## src/rtl/ltc2315_emulator_pkg.sv

```systemverilog
`default_nettype none
// ============================================================================
//  Module      : ltc2315_pkg
//  Description : Shared types and constants for the LTC2315 read-interface
//                emulator and the matching LTC2315 driver.
//  Revision    : 1.0 - initial release
// ============================================================================
package ltc2315_pkg;

  // Converter word and frame geometry
  localparam int LTC2315_DATA_W     = 12;
  localparam int LTC2315_FRAME_BITS = 14;  // leading 0 + 12 data + trailing 0

  // Bit-position counter: 4 bits, saturating so long frames keep reading 0
  localparam int               LTC2315_BCNT_W         = 4;
  localparam logic [3:0]       LTC2315_BCNT_MAX       = 4'd15;
  localparam logic [3:0]       LTC2315_FIRST_DATA_BIT = 4'd1;   // D11
  localparam logic [3:0]       LTC2315_LAST_DATA_BIT  = 4'd12;  // D0

  // Timing constants the driver relies on (in fabric clk cycles)
  localparam int LTC2315_SYNC_LATENCY    = 3;  // pin edge to registered reaction
  localparam int LTC2315_SCK_MIN_HALF    = 4;  // min SCK high / low phase
  localparam int LTC2315_CS_HIGH_MARGIN  = 3;  // cs high >= CONV_CYCLES + this

  // Responder state
  typedef enum logic [1:0] {
    IDLE  = 2'd0,
    SHIFT = 2'd1,
    CONV  = 2'd2
  } emu_state_t;

  // Value driven on miso for a given bit position of a normal frame:
  // position 0 is the leading zero, 1..12 carry D11..D0, the rest are zero.
  function automatic logic frame_bit(input logic [LTC2315_DATA_W-1:0] data,
                                     input logic [LTC2315_BCNT_W-1:0] bcnt);
    logic b;
    b = 1'b0;
    if ((bcnt >= LTC2315_FIRST_DATA_BIT) && (bcnt <= LTC2315_LAST_DATA_BIT)) begin
      b = data[LTC2315_LAST_DATA_BIT - bcnt];
    end
    return b;
  endfunction

endpackage
`default_nettype wire

```

## src/rtl/ltc2315_emulator_if.sv

```systemverilog
`default_nettype none
// ============================================================================
//  Module      : ltc2315_emulator_if
//  Description : Pin-side (cs/sck/miso) and sample-side (valid/ready) signals
//                of the LTC2315 emulator. The emulator uses the slave view;
//                the controller plus sample source use the master view.
//  Revision    : 1.0 - initial release
// ============================================================================
interface ltc2315_emulator_if;
  import ltc2315_pkg::*;

  // Serial read interface from the external controller
  logic                      cs;
  logic                      sck;
  logic                      miso;
  logic                      miso_oe;

  // Sample source handshake
  logic [LTC2315_DATA_W-1:0] sample_data;
  logic                      sample_valid;
  logic                      sample_ready;

  // Status pulses
  logic                      underrun;
  logic                      early_read;

  modport slave (
    input  cs,
    input  sck,
    input  sample_data,
    input  sample_valid,
    output miso,
    output miso_oe,
    output sample_ready,
    output underrun,
    output early_read
  );

  modport master (
    output cs,
    output sck,
    output sample_data,
    output sample_valid,
    input  miso,
    input  miso_oe,
    input  sample_ready,
    input  underrun,
    input  early_read
  );

endinterface
`default_nettype wire

```

## src/rtl/ltc2315_emulator_pin_sync.sv

```systemverilog
`default_nettype none
// ============================================================================
//  Module      : ltc2315_pin_sync
//  Description : Two-flop synchronizer for an asynchronous controller pin,
//                followed by a history flop for rise/fall detection. The
//                reset value is the pin's idle level so that reset never
//                produces a phantom edge.
//  Revision    : 1.0 - initial release
// ============================================================================
module ltc2315_pin_sync #(
  parameter bit RESET_VAL = 1'b0
) (
  input  logic clk,
  input  logic reset_n,
  input  logic pin_i,
  output logic level_o,
  output logic rise_o,
  output logic fall_o
);

  logic meta_q;
  logic sync_q;
  logic prev_q;

  // Synchronizer chain plus one flop of history for edge detection
  always_ff @(posedge clk or negedge reset_n) begin
    if (!reset_n) begin
      meta_q <= RESET_VAL;
      sync_q <= RESET_VAL;
      prev_q <= RESET_VAL;
    end else begin
      meta_q <= pin_i;
      sync_q <= meta_q;
      prev_q <= sync_q;
    end
  end

  assign level_o = sync_q;
  assign rise_o  = sync_q & ~prev_q;
  assign fall_o  = ~sync_q & prev_q;

endmodule
`default_nettype wire

```

## src/rtl/ltc2315_emulator.sv

```systemverilog
`default_nettype none
// ============================================================================
//  Module      : ltc2315_emulator
//  Description : Responder emulating the LTC2315 12-bit ADC serial read
//                interface. A cs rise starts a conversion (capturing the next
//                sample from the valid/ready source), CONV_CYCLES later the
//                result becomes readable, and a cs low frame shifts it out on
//                miso as 0, D11..D0, then zeros. Reading before the
//                conversion finishes yields an all-zero frame.
//  Revision    : 1.0 - initial release
// ============================================================================
module ltc2315_emulator
  import ltc2315_pkg::*;
#(
  parameter int CONV_CYCLES = 44   // legal range 1..255
) (
  input  logic                   clk,
  input  logic                   reset_n,
  ltc2315_emulator_if.slave      bus
);

  // Down-counter start value; the counter sits at 0 for one cycle before the
  // return to IDLE, which gives CONV_CYCLES cycles of conversion in total.
  localparam logic [7:0] CONV_LOAD = 8'(CONV_CYCLES - 1);

  // --------------------------------------------------------------------------
  // Pin synchronization
  // --------------------------------------------------------------------------
  logic cs_lvl;
  logic cs_rise;
  logic cs_fall;
  logic sck_fall;
  logic sck_lvl_unused;
  logic sck_rise_unused;

  ltc2315_pin_sync #(
    .RESET_VAL (1'b1)
  ) u_cs_sync (
    .clk     (clk),
    .reset_n (reset_n),
    .pin_i   (bus.cs),
    .level_o (cs_lvl),
    .rise_o  (cs_rise),
    .fall_o  (cs_fall)
  );

  ltc2315_pin_sync #(
    .RESET_VAL (1'b0)
  ) u_sck_sync (
    .clk     (clk),
    .reset_n (reset_n),
    .pin_i   (bus.sck),
    .level_o (sck_lvl_unused),
    .rise_o  (sck_rise_unused),
    .fall_o  (sck_fall)
  );

  // --------------------------------------------------------------------------
  // State
  // --------------------------------------------------------------------------
  emu_state_t                  state_q, state_d;
  logic [LTC2315_BCNT_W-1:0]   bcnt_q,  bcnt_d;
  logic [7:0]                  cnt_q,   cnt_d;
  logic [LTC2315_DATA_W-1:0]   conv_q,  conv_d;   // sample of the running conversion
  logic [LTC2315_DATA_W-1:0]   out_q,   out_d;    // completed, readable result
  logic                        zero_q,  zero_d;   // current frame is an early read
  logic                        miso_q,  miso_d;
  logic                        oe_q,    oe_d;
  logic                        ready_q, ready_d;
  logic                        under_q, under_d;
  logic                        early_q, early_d;

  // State, counters, data registers and registered outputs
  always_ff @(posedge clk or negedge reset_n) begin
    if (!reset_n) begin
      state_q <= IDLE;
      bcnt_q  <= '0;
      cnt_q   <= '0;
      conv_q  <= '0;
      out_q   <= '0;
      zero_q  <= 1'b0;
      miso_q  <= 1'b0;
      oe_q    <= 1'b0;
      ready_q <= 1'b0;
      under_q <= 1'b0;
      early_q <= 1'b0;
    end else begin
      state_q <= state_d;
      bcnt_q  <= bcnt_d;
      cnt_q   <= cnt_d;
      conv_q  <= conv_d;
      out_q   <= out_d;
      zero_q  <= zero_d;
      miso_q  <= miso_d;
      oe_q    <= oe_d;
      ready_q <= ready_d;
      under_q <= under_d;
      early_q <= early_d;
    end
  end

  // Next-state, sample capture, bit counting and miso selection
  always_comb begin
    state_d = state_q;
    bcnt_d  = bcnt_q;
    cnt_d   = cnt_q;
    conv_d  = conv_q;
    out_d   = out_q;
    zero_d  = zero_q;
    ready_d = 1'b0;
    under_d = 1'b0;
    early_d = 1'b0;

    unique case (state_q)
      IDLE: begin
        // Conversion done and cs high; a fall starts a normal read.
        if (cs_fall) begin
          state_d = SHIFT;
          bcnt_d  = '0;
          zero_d  = 1'b0;
        end
      end

      SHIFT: begin
        // cs rise beats a coincident sck fall: the frame ends (at any bit
        // position) and the next conversion starts with its sample capture.
        if (cs_rise) begin
          state_d = CONV;
          bcnt_d  = '0;
          cnt_d   = CONV_LOAD;
          if (bus.sample_valid) begin
            conv_d  = bus.sample_data;
            ready_d = 1'b1;
          end else begin
            under_d = 1'b1;
          end
        end else if (sck_fall && (bcnt_q != LTC2315_BCNT_MAX)) begin
          bcnt_d = bcnt_q + 4'd1;
        end
      end

      CONV: begin
        // Reading during the conversion aborts it and serves zeros; the
        // captured sample stays in conv_q for the next conversion.
        if (cs_fall) begin
          state_d = SHIFT;
          bcnt_d  = '0;
          zero_d  = 1'b1;
          early_d = 1'b1;
        end else if (cnt_q == 8'd0) begin
          state_d = IDLE;
          out_d   = conv_q;
        end else begin
          cnt_d = cnt_q - 8'd1;
        end
      end

      default: begin
        state_d = IDLE;
      end
    endcase

    // miso tracks the bit position being entered this cycle, so a cs fall
    // presents bit 0 and each sck fall presents the next bit.
    miso_d = 1'b0;
    if ((state_d == SHIFT) && !zero_d) begin
      miso_d = frame_bit(out_q, bcnt_d);
    end

    oe_d = ~cs_lvl;
  end

  assign bus.miso         = miso_q;
  assign bus.miso_oe      = oe_q;
  assign bus.sample_ready = ready_q;
  assign bus.underrun     = under_q;
  assign bus.early_read   = early_q;

endmodule
`default_nettype wire

```

## src/flat_wrapper.sv

```systemverilog
// flat-port wrapper written by rule: the top's interface ports become plain ports
module ltc2315_emulator_flat import ltc2315_pkg::*;
#(
  parameter int CONV_CYCLES = 44                        
)
  (clk, reset_n, bus_cs, bus_sck, bus_sample_data, bus_sample_valid, bus_miso, bus_miso_oe, bus_sample_ready, bus_underrun, bus_early_read);
  ltc2315_emulator_if bus_i ();
  input  logic clk;
  input  logic reset_n;
  input wire logic [$bits(bus_i.cs)-1:0] bus_cs;
  input wire logic [$bits(bus_i.sck)-1:0] bus_sck;
  input wire logic [$bits(bus_i.sample_data)-1:0] bus_sample_data;
  input wire logic [$bits(bus_i.sample_valid)-1:0] bus_sample_valid;
  output wire logic [$bits(bus_i.miso)-1:0] bus_miso;
  output wire logic [$bits(bus_i.miso_oe)-1:0] bus_miso_oe;
  output wire logic [$bits(bus_i.sample_ready)-1:0] bus_sample_ready;
  output wire logic [$bits(bus_i.underrun)-1:0] bus_underrun;
  output wire logic [$bits(bus_i.early_read)-1:0] bus_early_read;
  assign bus_i.cs = bus_cs;
  assign bus_i.sck = bus_sck;
  assign bus_i.sample_data = bus_sample_data;
  assign bus_i.sample_valid = bus_sample_valid;
  assign bus_miso = bus_i.miso;
  assign bus_miso_oe = bus_i.miso_oe;
  assign bus_sample_ready = bus_i.sample_ready;
  assign bus_underrun = bus_i.underrun;
  assign bus_early_read = bus_i.early_read;
  ltc2315_emulator #(.CONV_CYCLES(CONV_CYCLES)) u_core (.clk(clk), .reset_n(reset_n), .bus(bus_i));
endmodule
```

## config.mk

```make
export PLATFORM = sky130hd
export DESIGN_NAME = ltc2315_emulator_flat
export DESIGN_NICKNAME = d
export VERILOG_FILES = /design/src/rtl/ltc2315_emulator_pkg.sv /design/src/rtl/ltc2315_emulator_if.sv /design/src/rtl/ltc2315_emulator_pin_sync.sv /design/src/rtl/ltc2315_emulator.sv /design/src/flat_wrapper.sv
export SDC_FILE = /design/constraint.sdc
export NUM_CORES = 1
export LEC_CHECK = 0
export CAP_MARGIN = 20
export CORE_ASPECT_RATIO = 0.6
export CORE_UTILIZATION = 30
export CTS_CLUSTER_SIZE = 16
export DETAILED_ROUTE_END_ITERATION = 16
export PLACE_DENSITY = 0.47
export SLEW_MARGIN = 20
export SYNTH_ARGS = -nofsm -noshare
export SYNTH_HDL_FRONTEND = slang
export SYNTH_SLANG_ARGS = --single-unit
```

## constraint.sdc

```tcl
create_clock -name clk -period 2.8 [get_ports clk]
set_input_delay 0.42 -clock clk [delete_from_list [all_inputs] [get_ports clk]]
set_output_delay 0.42 -clock clk [all_outputs]
set_load 0.02 [all_outputs]
```

==> results.toml, run 1 <==
[synth]
yosys_warnings = 0
syn_nets = 197
synth-simple-area-share = 0.122
synth-seq-cells = 50
synth.top_cell.area_share = 0.531
synth_compound_area_frac = 0.0723
syn-instance-count = 176
yosys.area.top_type = "dfrtp_1"
synth.avg_cell_area_sq_um = 12.6
yosys.area_share.adder = 0.0226
synth_area_leaders = "dfrtp_1, mux2_2, dfstp_2, mux4_1, ha_1"
synthMuxAreaShare = 0.162
ys_types = 43
synth_top_family_by_area = "multiplexers"
synth_area_sq_um = 2220
ys_seq_area_frac = 0.566
synth_xor_area_frac = 0.0237

[grt]
grt_max_degree = 51
grt-ovfl-total = 0
track_usage = 0.121
antenna_found_initial = 0
grt_pass1_wl_um = 6980
grt_pass1_vias = 1362

[sta]
min_period_over_period = 0.865
timing.fmax_mhz = 413
timing.setup.tns_ns = 0
final_max_slew_viol_count = 0
skew_ns = 0.00331
rsz0062_at_grt = "false"
worstMarginPinSlew_ns = 0.634
hold_viol = 0
finalSetupViolCount = 0
period_needed_ns = 2.42
relSlewSlack = 0.577

[power_and_ir_drop]
ir_drop_mv = 0.271
p_comb_frac = 0.221
p_per_area_nw_per_um2 = 776
power_mw = 2.08
p_int_mw = 1.51
p_switching_mw = 0.570
p_clk_frac = 0.310
swShare = 0.273
seq_power_share = 0.470
power.leakage_nw = 1.24

[clock_network]
clkTransAtPathRegs_ns = 0.06
ctsHoldBuffers = 0
postCtsResizedCells = 0
clockBufferDepth = 2
cts_sinks = 50
htree_levels = 2
clockRootBuffer = "clkbuf_16"
tritoncts = "done"
cts_buffers = 5
post_cts_buffers = 0
insertion_delay_ns = 0.28

[setup_path]
critPathRequiredTime_ns = 2.95
path_class = "reg -> reg"
crit_path_start_kind = "register"
crit_fanout = 4
crit_arrival_ns = 2.57
reg2reg_depth = 9
cp-end-kind = "register"

[die]
initial_core_util = 0.321
io_pins = 22
coreArea_sq_um = 6910
die_w_um = 113
die_area_sq_um = 7740
rows = 23
die_y_um = 68.6

[cells_and_area]
layout_commonest_cell = "dfrtp_1"
area_growth_syn_to_layout_pct = 21.3
nNetsFinal = 223
fin_cells = 290
fillCellCount = 665
drive_above_1_share = 0.207
n_antenna_cell = 0
layout_common_cells = "dfrtp_1, mux2_2, clkdlybuf4s50_1"

[route]
firstDrtPassIters = 5
route.detailed.drc = 0
drtIter0Drc = 64
num_vias = 1395
viasPerCell = 4.81
routedWlPerCell_um = 14.3
drtAntennaViolNets = 0
wl_um = 4150

[status]
outcome = "completed"

[hold_path]
hold_class = "in -> async"

[placement]
gp_congestion = 0.780
dp_cells = 282
numPortBuffers = 21
hpwl_um = 2990

[run]
maxCapViolCount = 0
## power groups by stage
stage / registers (mW) / logic (mW) / clock network (mW)
final: 0.979 / 0.460 / 0.646
after floorplan: 0.961 / 0.352 / 0
after global routing: 1.00 / 0.520 / 0.700
after CTS: 0.979 / 0.467 / 0.667
after detailed placement: 0.991 / 0.464 / 0
after global placement: 0.983 / 0.434 / 0
## Yosys cell counts (all sizes together)
library cell / number
dfrtp: 47
mux2: 24
inv: 12
nand2: 11
a21oi: 9
nor2: 9
o21ai: 5
xor2: 5
buf: 4
ha: 4
nor2b: 4
a211oi: 3
and3: 3
dfstp: 3
mux4: 3
nand3: 3
nor3: 3
o211ai: 2
or2: 2
or2b: 2
or3: 2
a21o: 1
a31oi: 1
a41oi: 1
and2b: 1
mux2i: 1
nand2b: 1
nand4: 1
nand4b: 1
nor4: 1
nor4b: 1
o2111ai: 1
o22ai: 1
o311ai: 1
or3b: 1
or4: 1
xnor2: 1
## critical path, stage by stage, from the launching register on
cell and delay, ns:
dfrtp_1 0.42, ha_1 0.23, and3_1 0.24, o211ai_1 0.11, a31oi_2 0.32, inv_2 0.11
ha_1 0.24, xor2_1 0.27, mux2i_1 0.24, a211oi_1 0.09
## path summary, 6_finish.rpt
| path | from | endpoint | slack, ns |
|---|---|---|---|
| min | reset_n | u_core.cnt_q[4] | 0.24 |
| min reg2reg | u_core.u_sck_sync.meta_q | u_core.u_sck_sync.level_o | 0.35 |
| max in group asynchronous | reset_n | u_core.bcnt_q[0] | 2.13 |
| min in group clk | u_core.u_sck_sync.meta_q | u_core.u_sck_sync.level_o | 0.35 |
| max | u_core.bcnt_q[1] | u_core.bus.miso | 0.38 |
| max reg2reg | u_core.bcnt_q[1] | u_core.bus.miso | 0.38 |
## per-stage QoR
step | worst slack, ns | util | area, sq um | hold slack [ns]
finish | 0.377 | 0.389 | 2690 | 0.239
detailed placement | 0.415 | 0.365 | 2520 | 0.343
global route | 0.217 | 0.389 | 2690 | 0.289
floorplan | 0.659 | - | 2220 | 0.124
global placement | 0.556 | 0.365 | 2520 | 0.348
CTS | 0.386 | 0.389 | 2690 | 0.267
## flip-flops by register name, summed over array words and instances, names as in the netlist, 2 cells and up
| register | flops |
|---|---|
| u_core.bcnt_q | 4 |
| u_core.cnt_q | 8 |
| u_core.conv_q | 12 |
| u_core.out_q | 12 |
| u_core.state_q | 2 |
## layout make-up
type                            instances  area [sq um]  share of cell area
Inverter                               12          45.0              0.0168
Tap cell                               87           109              0.0405
Clock buffer                            8           166              0.0619
Timing Repair Buffer                   23           220              0.0819
Sequential cell                        50          1250               0.467
Multi-Input combinational cell        110           892               0.332
## cell families (layout without fill, tap and decap cells)
logic type                 count (synthesis)  after routing
AOI/OAI and AO/OA                         25             25
xor gates and xnor gates                   6              6
adders and majority gates                  4              4
buffers and inverters                     16             43
DFF                                       50             50
muxes                                     28             28
and+or+nand+nor                           47             47
## metal layers
layer,track usage,share of wire
met5,0,0
met4,0.0444,0.0084
met1,0.166,0.51
met2,0.184,0.45
met3,0.0350,0.034
Power figures use the tool's default switching activity.
==> run 2: changes to the inputs <==
- ABC_AREA: default -> 1
- CORE_UTILIZATION: 30 -> 50
- PLACE_DENSITY: 0.47 -> 0.71
- SLEW_MARGIN: 20 -> 40
==> results.toml, run 2 <==
[grt]
grt_pass1_vias = 1441
grt_pass1_wl_um = 6800
track_usage = 0.186
grt-ovfl-total = 0
antenna_found_initial = 0
grt_max_degree = 26

[setup_path]
path_cells = "ha_1, nand3_2, nand2_1, nand2_2, nand2_4, inv_1, ha_1, inv_1, nand3_1, nand3_1, nand2_1, nor2_1, nor2_1"
cp-end-kind = "register"
crit_arrival_ns = 2.41
crit_fanout = 10
path_class = "reg -> reg"
r2r_end = "u_core.bus.miso"
reg2reg_depth = 13
critPathRequiredTime_ns = 2.99
cpMaxStageDelayCell = "dfrtp_1"
crit_start = "u_core.bcnt_q[0]"
regToRegSetupSlack_ns = 0.59
crit_path_start_kind = "register"
critPathCapture = "u_core.bus.miso"
max_stage_delay_ns = 0.44
timing.rr.start = "u_core.bcnt_q[0]"

[synth]
yosys.area.top_type = "dfrtp_1"
synth_commonest_cells = "nand2_1, dfrtp_1, inv_1"
yosys_warnings = 0
synth_xor_area_frac = 0.00377
synth.most_common_cell = "nand2_1"
synth-simple-area-share = 0.275
synthMuxAreaShare = 0
synth_compound_area_frac = 0.0814
synth-edff-count = 0
synth_area_leaders = "dfrtp_1, nand2_1, inv_1, o21ai_0, nand3_1"
synth.avg_cell_area_sq_um = 8.56
yosys.area_share.adder = 0.0216
ys_types = 26
synth.top_cell.area_share = 0.507
synth_flop_cell = "dfrtp_1"
ys_seq_area_frac = 0.541
synth-seq-cells = 50
syn-instance-count = 271
synth_area_sq_um = 2320
synth_async_sr_flop_share = 1.00
syn_nets = 292
synth_top_family_by_area = "simple AND/OR/NAND/NOR gates"

[hold_path]
hold_class = "reg -> reg"
min_from = "u_core.u_sck_sync.meta_q"

[route]
viasPerCell = 4.66
firstDrtPassIters = 4
num_vias = 1679
wl_um = 4010
drtIter0Drc = 124
routedWlPerCell_um = 11.1
drtAntennaViolNets = 0
route.detailed.drc = 0

[cells_and_area]
drive_above_1_share = 0.137
layout_common_cells = "nand2_1, dfrtp_1, inv_1"
n_antenna_cell = 0
fin_cells = 360
layout_commonest_cell = "nand2_1"
final_util = 0.639
area_growth_syn_to_layout_pct = 17.9
nNetsFinal = 320
reg_top3 = "u_core.conv_q (12), u_core.out_q (12), u_core.cnt_q (8)"

[clock_network]
ctsHoldBuffers = 1
clockBufferDepth = 2
htree_levels = 2
clkTransAtPathRegs_ns = 0.08
tritoncts = "done"
insertion_delay_ns = 0.30
postCtsResizedCells = 0
cts_buffers = 5
cts_sinks = 50
clockRootBuffer = "clkbuf_8"
post_cts_buffers = 0

[status]
outcome = "completed"

[placement]
numPortBuffers = 21
hpwl_um = 3010
gp_congestion = 0.866
dp_cells = 351

[die]
io_pins = 22
coreArea_sq_um = 4280
initial_core_util = 0.542
die_y_um = 54.8
rows = 18
die_w_um = 90.0
die_area_sq_um = 4930

[sta]
rsz0062_at_grt = "false"
min_period_over_period = 0.790
timing.fmax_mhz = 452
timing.hold.ws_ns = 0.367
worstMarginPinSlew_ns = 0.619
timing.setup.tns_ns = 0
final_max_slew_viol_count = 0
skew_ns = 0.00864
hold_viol = 0
period_needed_ns = 2.21
relSlewSlack = 0.586
finalSetupViolCount = 0

[power_and_ir_drop]
power.leakage_nw = 1.33
p_per_area_nw_per_um2 = 772
ir_drop_mv = 0.397

[run]
maxCapViolCount = 0
## run 2: cell families after synthesis
family / Yosys count
adders and majority gates: 4
buffers and inverters: 47
xor gates and xnor gates: 1
AOI/OAI and AO/OA: 36
and+or+nand+nor: 133
DFF: 50
## run 2: report_power, final
part	internal (mW)	leakage [nW]	switching (mW)	total, mW
Clock	0.294	0.0618	0.235	0.529
Combinational	0.216	0.638	0.383	0.600
Sequential	0.902	0.632	0.0828	0.985
Total	1.41	1.33	0.702	2.11
## run 2: layer usage
metal  GRT usage  up-vias  part of all wire
li1            -      914                 -
met1       0.300      723              0.60
met5           0        -                 0
met3      0.0500        3             0.047
met2       0.227       39              0.35
met4      0.0645        0            0.0040
## run 2: worst max-delay path: cells and delay by family, from the launching register on
kind	cells	cell delay (ns)
AND/OR/NAND/NOR	9	0.90
adder cells (fa/ha/maj)	2	0.56
flip-flops	1	0.44
buffers and inverters	2	0.19
## run 2: through the flow
stage	cell area, sq um	worst slack [ns]	total power, mW
after floorplan	2320	0.840	1.42
after global placement	2610	0.728	1.58
after detailed placement	2610	0.621	1.59
after CTS	2740	0.595	2.13
after global routing	2740	0.432	2.27
final	2740	0.588	2.11
## run 2: how the worst min path moves through the flow
| stage | to | slack [ns] | cells after the start |
|---|---|---|---|
| 4_1_cts | u_core.u_cs_sync.level_o | 0.37 | 0 |
| 6_report | u_core.u_sck_sync.level_o | 0.37 | 0 |
| 5_1_grt | u_core.u_cs_sync.level_o | 0.37 | 0 |
| 3_5_place_dp | u_core.cnt_q[5] | 0.32 | 1 |
| 2_1_floorplan | u_core.bcnt_q[0] | 0.12 | 0 |
| 3_3_place_gp | u_core.cnt_q[5] | 0.32 | 1 |
## run 2: final cells by class
type                       count  area, sq um
clock inverter                 2         38.8
clock buffer                   6         82.6
tap                           60         75.1
timing repair buffer          25          238
fill                         378         1540
sequential                    50         1250
multi-input combinational    174          886
inverter                      43          161
